$ cat config.mk
export PLATFORM = sky130hd
export DESIGN_NAME = serial_sum_receiver
export DESIGN_NICKNAME = d
export VERILOG_FILES = /design/src/rtl/serial_sum_receiver.sv
export SDC_FILE = /design/constraint.sdc
export NUM_CORES = 1
export LEC_CHECK = 0
export ABC_AREA = 1
export CAP_MARGIN = 20
export CORE_ASPECT_RATIO = 0.75
export CORE_MARGIN = 5
export CORE_UTILIZATION = 48
export DETAILED_ROUTE_END_ITERATION = 12
export GPL_ROUTABILITY_DRIVEN = 0
export PLACE_DENSITY = 0.84
export SLEW_MARGIN = 30
export SYNTH_ARGS = -nofsm -noshare
export SYNTH_HDL_FRONTEND = slang
export SYNTH_SLANG_ARGS = --single-unit
$ cat constraint.sdc
create_clock -name clk -period 1.5 [get_ports clk]
set_input_delay 0.3 -clock clk [delete_from_list [all_inputs] [get_ports clk]]
set_output_delay 0.3 -clock clk [all_outputs]
set_load 0.01 [all_outputs]
$ cat src/rtl/serial_sum_receiver.sv
// serial_sum_receiver: deserializes the LSB-first bit-serial sum stream and
// its carry-out into a parallel word, then holds it on a valid/ready output.
// Optional feature macro: SERIAL_RX_PARITY_EN adds one trailing even-parity
// bit per frame (PAR state) and reports a mismatch on out_perr; without it
// the frame is WIDTH bits long and out_perr stays 0.
module serial_sum_receiver #(
    parameter int WIDTH = 8
) (
    input  logic             clk,
    input  logic             rst_n,
    input  logic             ser_start,
    input  logic             ser_bit,
    input  logic             ser_cout,
    output logic [WIDTH-1:0] out_data,
    output logic             out_cout,
    output logic             out_perr,
    output logic             out_valid,
    input  logic             out_ready,
    output logic             busy,
    output logic             overrun
);

    localparam int            CW   = $clog2(WIDTH);
    localparam logic [CW-1:0] LAST = CW'(WIDTH - 1);

`ifdef SERIAL_RX_PARITY_EN
    typedef enum logic [1:0] {IDLE = 2'd0, SHIFT = 2'd1, PAR = 2'd2} state_t;
`else
    typedef enum logic [1:0] {IDLE = 2'd0, SHIFT = 2'd1} state_t;
`endif

    state_t             state;
    logic [CW-1:0]      count;
    // Holds the bits received so far; the newest bit enters at the top so
    // that after a full frame bit 0 has walked down to the LSB.
    logic [WIDTH-2:0]   shift_reg;
    logic [WIDTH-1:0]   next_word;
    logic               commit_now;
    logic [WIDTH-1:0]   commit_data;
    logic               commit_cout;
    logic               commit_perr;

`ifdef SERIAL_RX_PARITY_EN
    logic [WIDTH-1:0]   frame_word;
    logic               hold_cout;
`endif

    assign next_word = {ser_bit, shift_reg};
    assign busy      = (state != IDLE);

    // Decide whether this cycle completes a frame and what word it delivers.
    always_comb begin
        commit_now  = 1'b0;
        commit_data = next_word;
        commit_cout = ser_cout;
        commit_perr = 1'b0;
        case (state)
`ifdef SERIAL_RX_PARITY_EN
            PAR: begin
                commit_now  = !ser_start;
                commit_data = frame_word;
                commit_cout = hold_cout;
                commit_perr = ser_bit ^ (^frame_word);
            end
`else
            SHIFT: begin
                commit_now = !ser_start && (count == LAST);
            end
`endif
            default: ;
        endcase
    end

    // Frame FSM plus the registered output word, handshake and overrun flag.
    always_ff @(posedge clk or negedge rst_n) begin
        if (!rst_n) begin
            state     <= IDLE;
            count     <= '0;
            shift_reg <= '0;
            out_data  <= '0;
            out_cout  <= 1'b0;
            out_perr  <= 1'b0;
            out_valid <= 1'b0;
            overrun   <= 1'b0;
`ifdef SERIAL_RX_PARITY_EN
            frame_word <= '0;
            hold_cout  <= 1'b0;
`endif
        end else begin
            if (out_valid && out_ready) begin
                out_valid <= 1'b0;
            end

            if (commit_now) begin
                if (!out_valid || out_ready) begin
                    out_data  <= commit_data;
                    out_cout  <= commit_cout;
                    out_perr  <= commit_perr;
                    out_valid <= 1'b1;
                end else begin
                    overrun <= 1'b1;
                end
            end

            case (state)
                IDLE: begin
                    if (ser_start) begin
                        shift_reg <= next_word[WIDTH-1:1];
                        count     <= CW'(1);
                        state     <= SHIFT;
                    end
                end
                SHIFT: begin
                    if (ser_start) begin
                        shift_reg <= next_word[WIDTH-1:1];
                        count     <= CW'(1);
                        state     <= SHIFT;
                    end else begin
                        shift_reg <= next_word[WIDTH-1:1];
                        if (count == LAST) begin
                            count <= '0;
`ifdef SERIAL_RX_PARITY_EN
                            frame_word <= next_word;
                            hold_cout  <= ser_cout;
                            state      <= PAR;
`else
                            state <= IDLE;
`endif
                        end else begin
                            count <= count + CW'(1);
                        end
                    end
                end
`ifdef SERIAL_RX_PARITY_EN
                PAR: begin
                    if (ser_start) begin
                        shift_reg <= next_word[WIDTH-1:1];
                        count     <= CW'(1);
                        state     <= SHIFT;
                    end else begin
                        count <= '0;
                        state <= IDLE;
                    end
                end
`endif
                default: begin
                    count <= '0;
                    state <= IDLE;
                end
            endcase
        end
    end

endmodule

==> flow_summary.yaml, run 1 <==
cells_and_area:
  areaGrowthSynthToFinish_pct: 24.69
  diodes: 0
  drive_gt1_frac: 0.1197
  largest_register_ff_count: 8
  fin_cells: 139
  fin_nets: 127
  finish.utilization: 0.6415
logic_synthesis:
  synth_cell_types: 16
  synth-seq-cells: 22
  syn-cell-area_um2: 912.1
  seq_area_frac_synth: 0.6036
  synth_cells: 95
  syn_avg_cell_area_um2: 9.601
  yosysWarnings: 0
  synth.area.top_cells: "dfrtp_1 (60%), nand2_1 (15%), nand4_1 (6.2%), ha_1 (2.7%), nor2_4 (2.5%)"
  syn_nets: 103
  synth_largest_area_cell: "dfrtp_1"
  synth.top_cell.area_share: 0.6036
worst_setup_path:
  path_class: "flop to flop"
  worstSetupStartpointType: "flop"
  crit_arrival_ns: 1.57
  endpoint_kind: "flop"
  critPathMaxStageDelay_ns: 0.42
  r2r_end: "count[0]$_DFFE_PN0P_"
  worst-path-max-fanout: 4
  rr_startpoint: "count[0]$_DFFE_PN0P_"
  cp.required_ns: 1.74
  path_common_cell: "ha_1"
  r2r_cells: 4
  crit_path_cell_trace: "ha_1, ha_1, or2_1, o21ai_1"
  r2r_slack_ns: 0.16
  crit_slowest_cell: "dfrtp_1"
  worstSetupStartpoint: "count[0]$_DFFE_PN0P_"
clock_network:
  clockRootBuffer: "clkbuf_4"
  cts_tree: "built"
  path_clk_slew_ns: 0.11
  h-tree-depth: 1
  clock_latency_ns: 0.30
  clock_sinks: 22
  cts_inserted_buffers: 3
  clock_path_buffers: 2
route:
  vias_per_cell: 5.007
  drt-initial-drc-count: 21
  antenna_left: 0
  totalWireLength_um: 1717
  wl_per_cell_um: 12.35
  firstDrtPassIters: 4
  post-route-drc-count: 0
  vias: 696
pwr:
  p_per_area_nw_per_um2: 1314
  p_seq_frac: 0.547
  p_leak_nw: 0.6181
  power.total_w: 0.001495
  p_sw_w: 0.0004647
  power_frac_comb: 0.279
  p_int_w: 0.001030
  ir_worst_vdd_v: 0.0009681
  sw_frac_of_total: 0.3109
  clockPowerShare: 0.174
timing:
  hold_ws_ns: 0.3216
  slew_viol_final: 0
  hold_violations: 0
  timing.setup.tns_ns: 0
  fin_crit_ns: 1.337
  fmax_mhz: 748.1
  fin_worst_skew_ns: 0.002503
  rsz0062_at_grt: "false"
  finalCritPeriodShare: 0.8911
  setup_viol: 0
grt:
  antenna_found_initial: 0
  overflow: 0
  grt_pass1_vias: 675
  grt_pass1_wl_um: 2877
  gr-usage-all-layers: 0.1421
  grt_max_degree: 23
die:
  start_util: 0.5145
  die_w_um: 60.34
  die_y_um: 47.75
  coreArea_um2: 1773
  dieArea_um2: 2881
  ioPinCount: 19
  rows: 13
place:
  io_buffers: 17
  placed_cells: 135
status:
  outcome: "finished clean"
worst_hold_path:
  hold_path.class: "input pin to async pin"
run:
  cap_violations: 0
worst max-delay path: cells and delay by family (launching register included):
kind / cells / cell delay [ns]
adders and majority gates: 2 / 0.45
DFF: 1 / 0.42
and+or+nand+nor: 1 / 0.27
AOI/OAI and AO/OA: 1 / 0.14
synthesized netlist by cell type, drive strengths merged:
master and n:
buf 4, nand3 1, o21bai 1, nand4 9, inv 7, nand2 37
dfrtp 22, or2 1, nor2 2, o21ai 7, ha 2, a21oi 1
conb 1
how the worst max path moves through the flow:
stage	endpoint	slack, ns	cells after the start
floorplan	overrun$_DFFE_PN0P_	0.32	5
global placement	out_data[3]$_DFFE_PN0P_	0.07	5
detailed placement	out_data[2]$_DFFE_PN0P_	-0.002	5
CTS	count[0]$_DFFE_PN0P_	0.15	4
global route	count[0]$_DFFE_PN0P_	0.07	4
finish	count[0]$_DFFE_PN0P_	0.16	4
cell usage in the layout, fill, tap and decap left out, drive strengths merged:
| cell | instances |
|---|---|
| nand2 | 37 |
| dfrtp | 22 |
| dlygate4sd2 | 12 |
| nand4 | 9 |
| inv | 7 |
| o21ai | 7 |
| buf | 6 |
| clkdlybuf4s50 | 5 |
| clkbuf | 3 |
| nor2 | 2 |
| ha | 2 |
| nand3 | 1 |
| o21bai | 1 |
| or2 | 1 |
| a21oi | 1 |
| conb | 1 |
power by group through the flow:
stage          Clock (W)  Sequential (W)  Combinational (W)
5_1_grt         0.000298        0.000837           0.000477
3_3_place_gp           0        0.000836           0.000479
2_1_floorplan          0        0.000879           0.000158
4_1_cts         0.000269        0.000818           0.000428
3_5_place_dp           0        0.000837           0.000497
6_report        0.000260        0.000818           0.000417
timing repair:
| item | 4_1_cts | 5_1_grt |
|---|---|---|
| endpoints found under the hold margin | 0 | 0 |
| setup endpoints to repair | 12 | 0 |
| setup buffers | 1 | 0 |
| hold buffers | 0 | 0 |
| resized for setup | 12 | 0 |
per-layer routing:
| metal | share of wire | track usage |
|---|---|---|
| met1 | 0.45 | 0.1604 |
| met2 | 0.48 | 0.2543 |
| met3 | 0.061 | 0.05660 |
| met4 | 0.0064 | 0.03982 |
| met5 | 0 | 0 |
kinds of logic (layout without fill, tap and decap cells):
logic type               count (synthesis)  count (layout)  share of synthesized area
AO/OA/AOI/OAI                            9               9                    0.05212
adder cells (fa/ha/maj)                  2               2                    0.02743
buffers and inverters                   11              33                    0.05624
flip-flops                              22              22                     0.6036
other                                    1               1                   0.004111
AND/OR/NAND/NOR                         50              50                     0.2565
layout make-up:
| type | instances | area [um^2] |
|---|---|---|
| well taps | 22 | 27.53 |
| repair buffers | 23 | 200.2 |
| fillers | 153 | 635.6 |
| clock buffers | 3 | 22.52 |
| inverters | 7 | 26.28 |
| flip-flops and latches | 22 | 550.5 |
| multi-input cells | 62 | 310.3 |
per-stage QoR:
stage               setup WS, ns  instance area [um^2]
global route             0.07236                  1137
detailed placement     -0.002417                  1122
CTS                       0.1543                  1137
finish                    0.1633                  1137
global placement         0.06958                  1122
floorplan                 0.3156                 912.1
Power figures use the tool's default switching activity.
==> inputs of run 2 (changes only) <==
--- a/config.mk
+++ b/config.mk
@@ -8,10 +8,11 @@
 export ABC_AREA = 1
 export CAP_MARGIN = 20
 export CORE_ASPECT_RATIO = 0.75
-export CORE_MARGIN = 5
+export CORE_MARGIN = 2
 export CORE_UTILIZATION = 48
 export DETAILED_ROUTE_END_ITERATION = 12
 export GPL_ROUTABILITY_DRIVEN = 0
+export HOLD_SLACK_MARGIN = 0.1
 export PLACE_DENSITY = 0.84
 export SLEW_MARGIN = 30
 export SYNTH_ARGS = -nofsm -noshare
==> run 2 against run 1 <==
- maximum frequency is 0.37% lower
- sequential cell count did not move
- cell count increased by 1.4%
- routed wire length decreased by 3.9%
- final area increased by 3.3%
- sequential share of layout area decreased by 1.5 points
- non-clock buffer count up 1
- critical path type unchanged
- largest cell class unchanged
- largest power group unchanged
- highest routed layer is now met3
==> flow_summary.yaml, run 2 (synthesis gave the netlist of run 1 again) <==
timing:
  fin_crit_ns: 1.342
  fmax_mhz: 745.4
  setup_viol: 0
  hold_violations: 0
  fin_worst_skew_ns: 0.01230
  rsz0062_at_grt: "false"
  timing.setup.tns_ns: 0
  slew_viol_final: 0
  finalCritPeriodShare: 0.8944
  finalWorstSetupSlack_ns: 0.1584
route:
  vias: 702
  totalWireLength_um: 1650
  vias_per_cell: 4.979
  wl_per_cell_um: 11.70
  firstDrtPassIters: 4
  drt-initial-drc-count: 14
  antenna_left: 0
  post-route-drc-count: 0
worst_setup_path:
  rr_startpoint: "count[0]$_DFFE_PN0P_"
  r2r_end: "count[0]$_DFFE_PN0P_"
  worstSetupStartpointType: "flop"
  worstSetupStartpoint: "count[0]$_DFFE_PN0P_"
  endpoint_kind: "flop"
  cp.required_ns: 1.75
  path_class: "flop to flop"
  r2r_slack_ns: 0.16
  r2r_cells: 4
  crit_arrival_ns: 1.59
  worst-path-max-fanout: 6
grt:
  overflow: 0
  grt_max_degree: 23
  grt_pass1_vias: 651
  gr-usage-all-layers: 0.1695
  antenna_found_initial: 0
  grt_pass1_wl_um: 2801
place:
  io_buffers: 17
  hpwl_um: 1259
  placed_area_um2: 1130
  dp_slack_ns: 0.04998
cells_and_area:
  layout.cells.most_common: "nand2_1"
  fin_area_um2: 1175
  finish.utilization: 0.6688
  areaGrowthSynthToFinish_pct: 28.81
  multi_input_area_um2: 310.3
  largest_register_ff_count: 8
  drive_gt1_frac: 0.1345
  diodes: 0
  n_fill_cell: 153
  fin_nets: 128
  register_area_um2: 550.5
  final_cell_mix: "nand2_1 (37), dfrtp_1 (22), dlygate4sd2_1 (12)"
die:
  coreArea_um2: 1757
  rows: 13
  die_w_um: 54.34
  die_y_um: 41.75
  ioPinCount: 19
  dieArea_um2: 2268
  start_util: 0.5192
clock_network:
  clockRootBuffer: "clkbuf_4"
  path_clk_slew_ns: 0.13
  h-tree-depth: 1
  cts_inserted_buffers: 3
  cts_tree: "built"
  clock_sinks: 22
  clock_path_buffers: 2
  cts_hold_buf: 0
  clock_latency_ns: 0.31
worst_hold_path:
  hold_path.class: "input pin to async pin"
status:
  outcome: "finished clean"
pwr:
  p_leak_nw: 0.6376
  ir_worst_vdd_v: 0.0009414
  p_per_area_nw_per_um2: 1432
run:
  cap_violations: 0
-- run 2: changes by cell type in the layout (fill, tap and decap cells not counted), sizes merged --
cell | before | now
bufinv | 0 | 1
buf | 6 | 7
-- run 2: how the worst max path moves through the flow --
stage / to / slack [ns]
floorplan: overrun$_DFFE_PN0P_ / 0.32
global placement: out_data[4]$_DFFE_PN0P_ / 0.08
CTS: count[0]$_DFFE_PN0P_ / 0.15
global route: count[0]$_DFFE_PN0P_ / 0.07
finish: count[0]$_DFFE_PN0P_ / 0.16
detailed placement: out_data[7]$_DFFE_PN0P_ / 0.05
-- run 2: worst max-delay path, stage by stage (launching register included) --
cell and delay (ns):
dfrtp_1 0.42, ha_1 0.20, ha_1 0.26, or2_1 0.27, o21ai_1 0.12
-- run 2: per-layer routing --
| metal | global-route usage | vias to the layer above | wire length [um] |
|---|---|---|---|
| li1 | - | 353 | - |
| met1 | 0.2346 | 328 | 774 |
| met2 | 0.2627 | 21 | 752 |
| met3 | 0.06475 | 0 | 124 |
| met4 | 0.01500 | 0 | 0 |
| met5 | 0 | - | 0 |
-- run 2: stage by stage --
stage / total power, W / cells / hold WS, ns
5_1_grt: 0.001789 / 141 / 0.3411
3_3_place_gp: 0.001312 / 136 / 0.4569
3_5_place_dp: 0.001333 / 136 / 0.4652
4_1_cts: 0.001706 / 141 / 0.3247
6_report: 0.001683 / 141 / 0.3196
2_1_floorplan: 0.001037 / 95 / 0.004409
-- run 2: what timing repair did --
item / CTS / global route
resized for setup: 12 / 0
setup buffers: 1 / 0
hold endpoints to repair: 0 / 0
endpoints found under the setup margin: 12 / 0
-- run 2: layout make-up --
type | count | share of cell area
Sequential cell | 22 | 0.4686
Multi-Input combinational cell | 62 | 0.2641
Timing Repair Buffer | 24 | 0.1768
Clock inverter | 1 | 0.02556
Tap cell | 22 | 0.02343
Inverter | 7 | 0.02236
Clock buffer | 3 | 0.01917
-- run 2: where the power goes --
part | leakage [nW] | internal (W) | switching [W]
Sequential | 0.274 | 0.000740 | 0.0000788
Combinational | 0.336 | 0.000198 | 0.000220
Clock | 0.0279 | 0.000270 | 0.000177
Total | 0.638 | 0.00121 | 0.000475
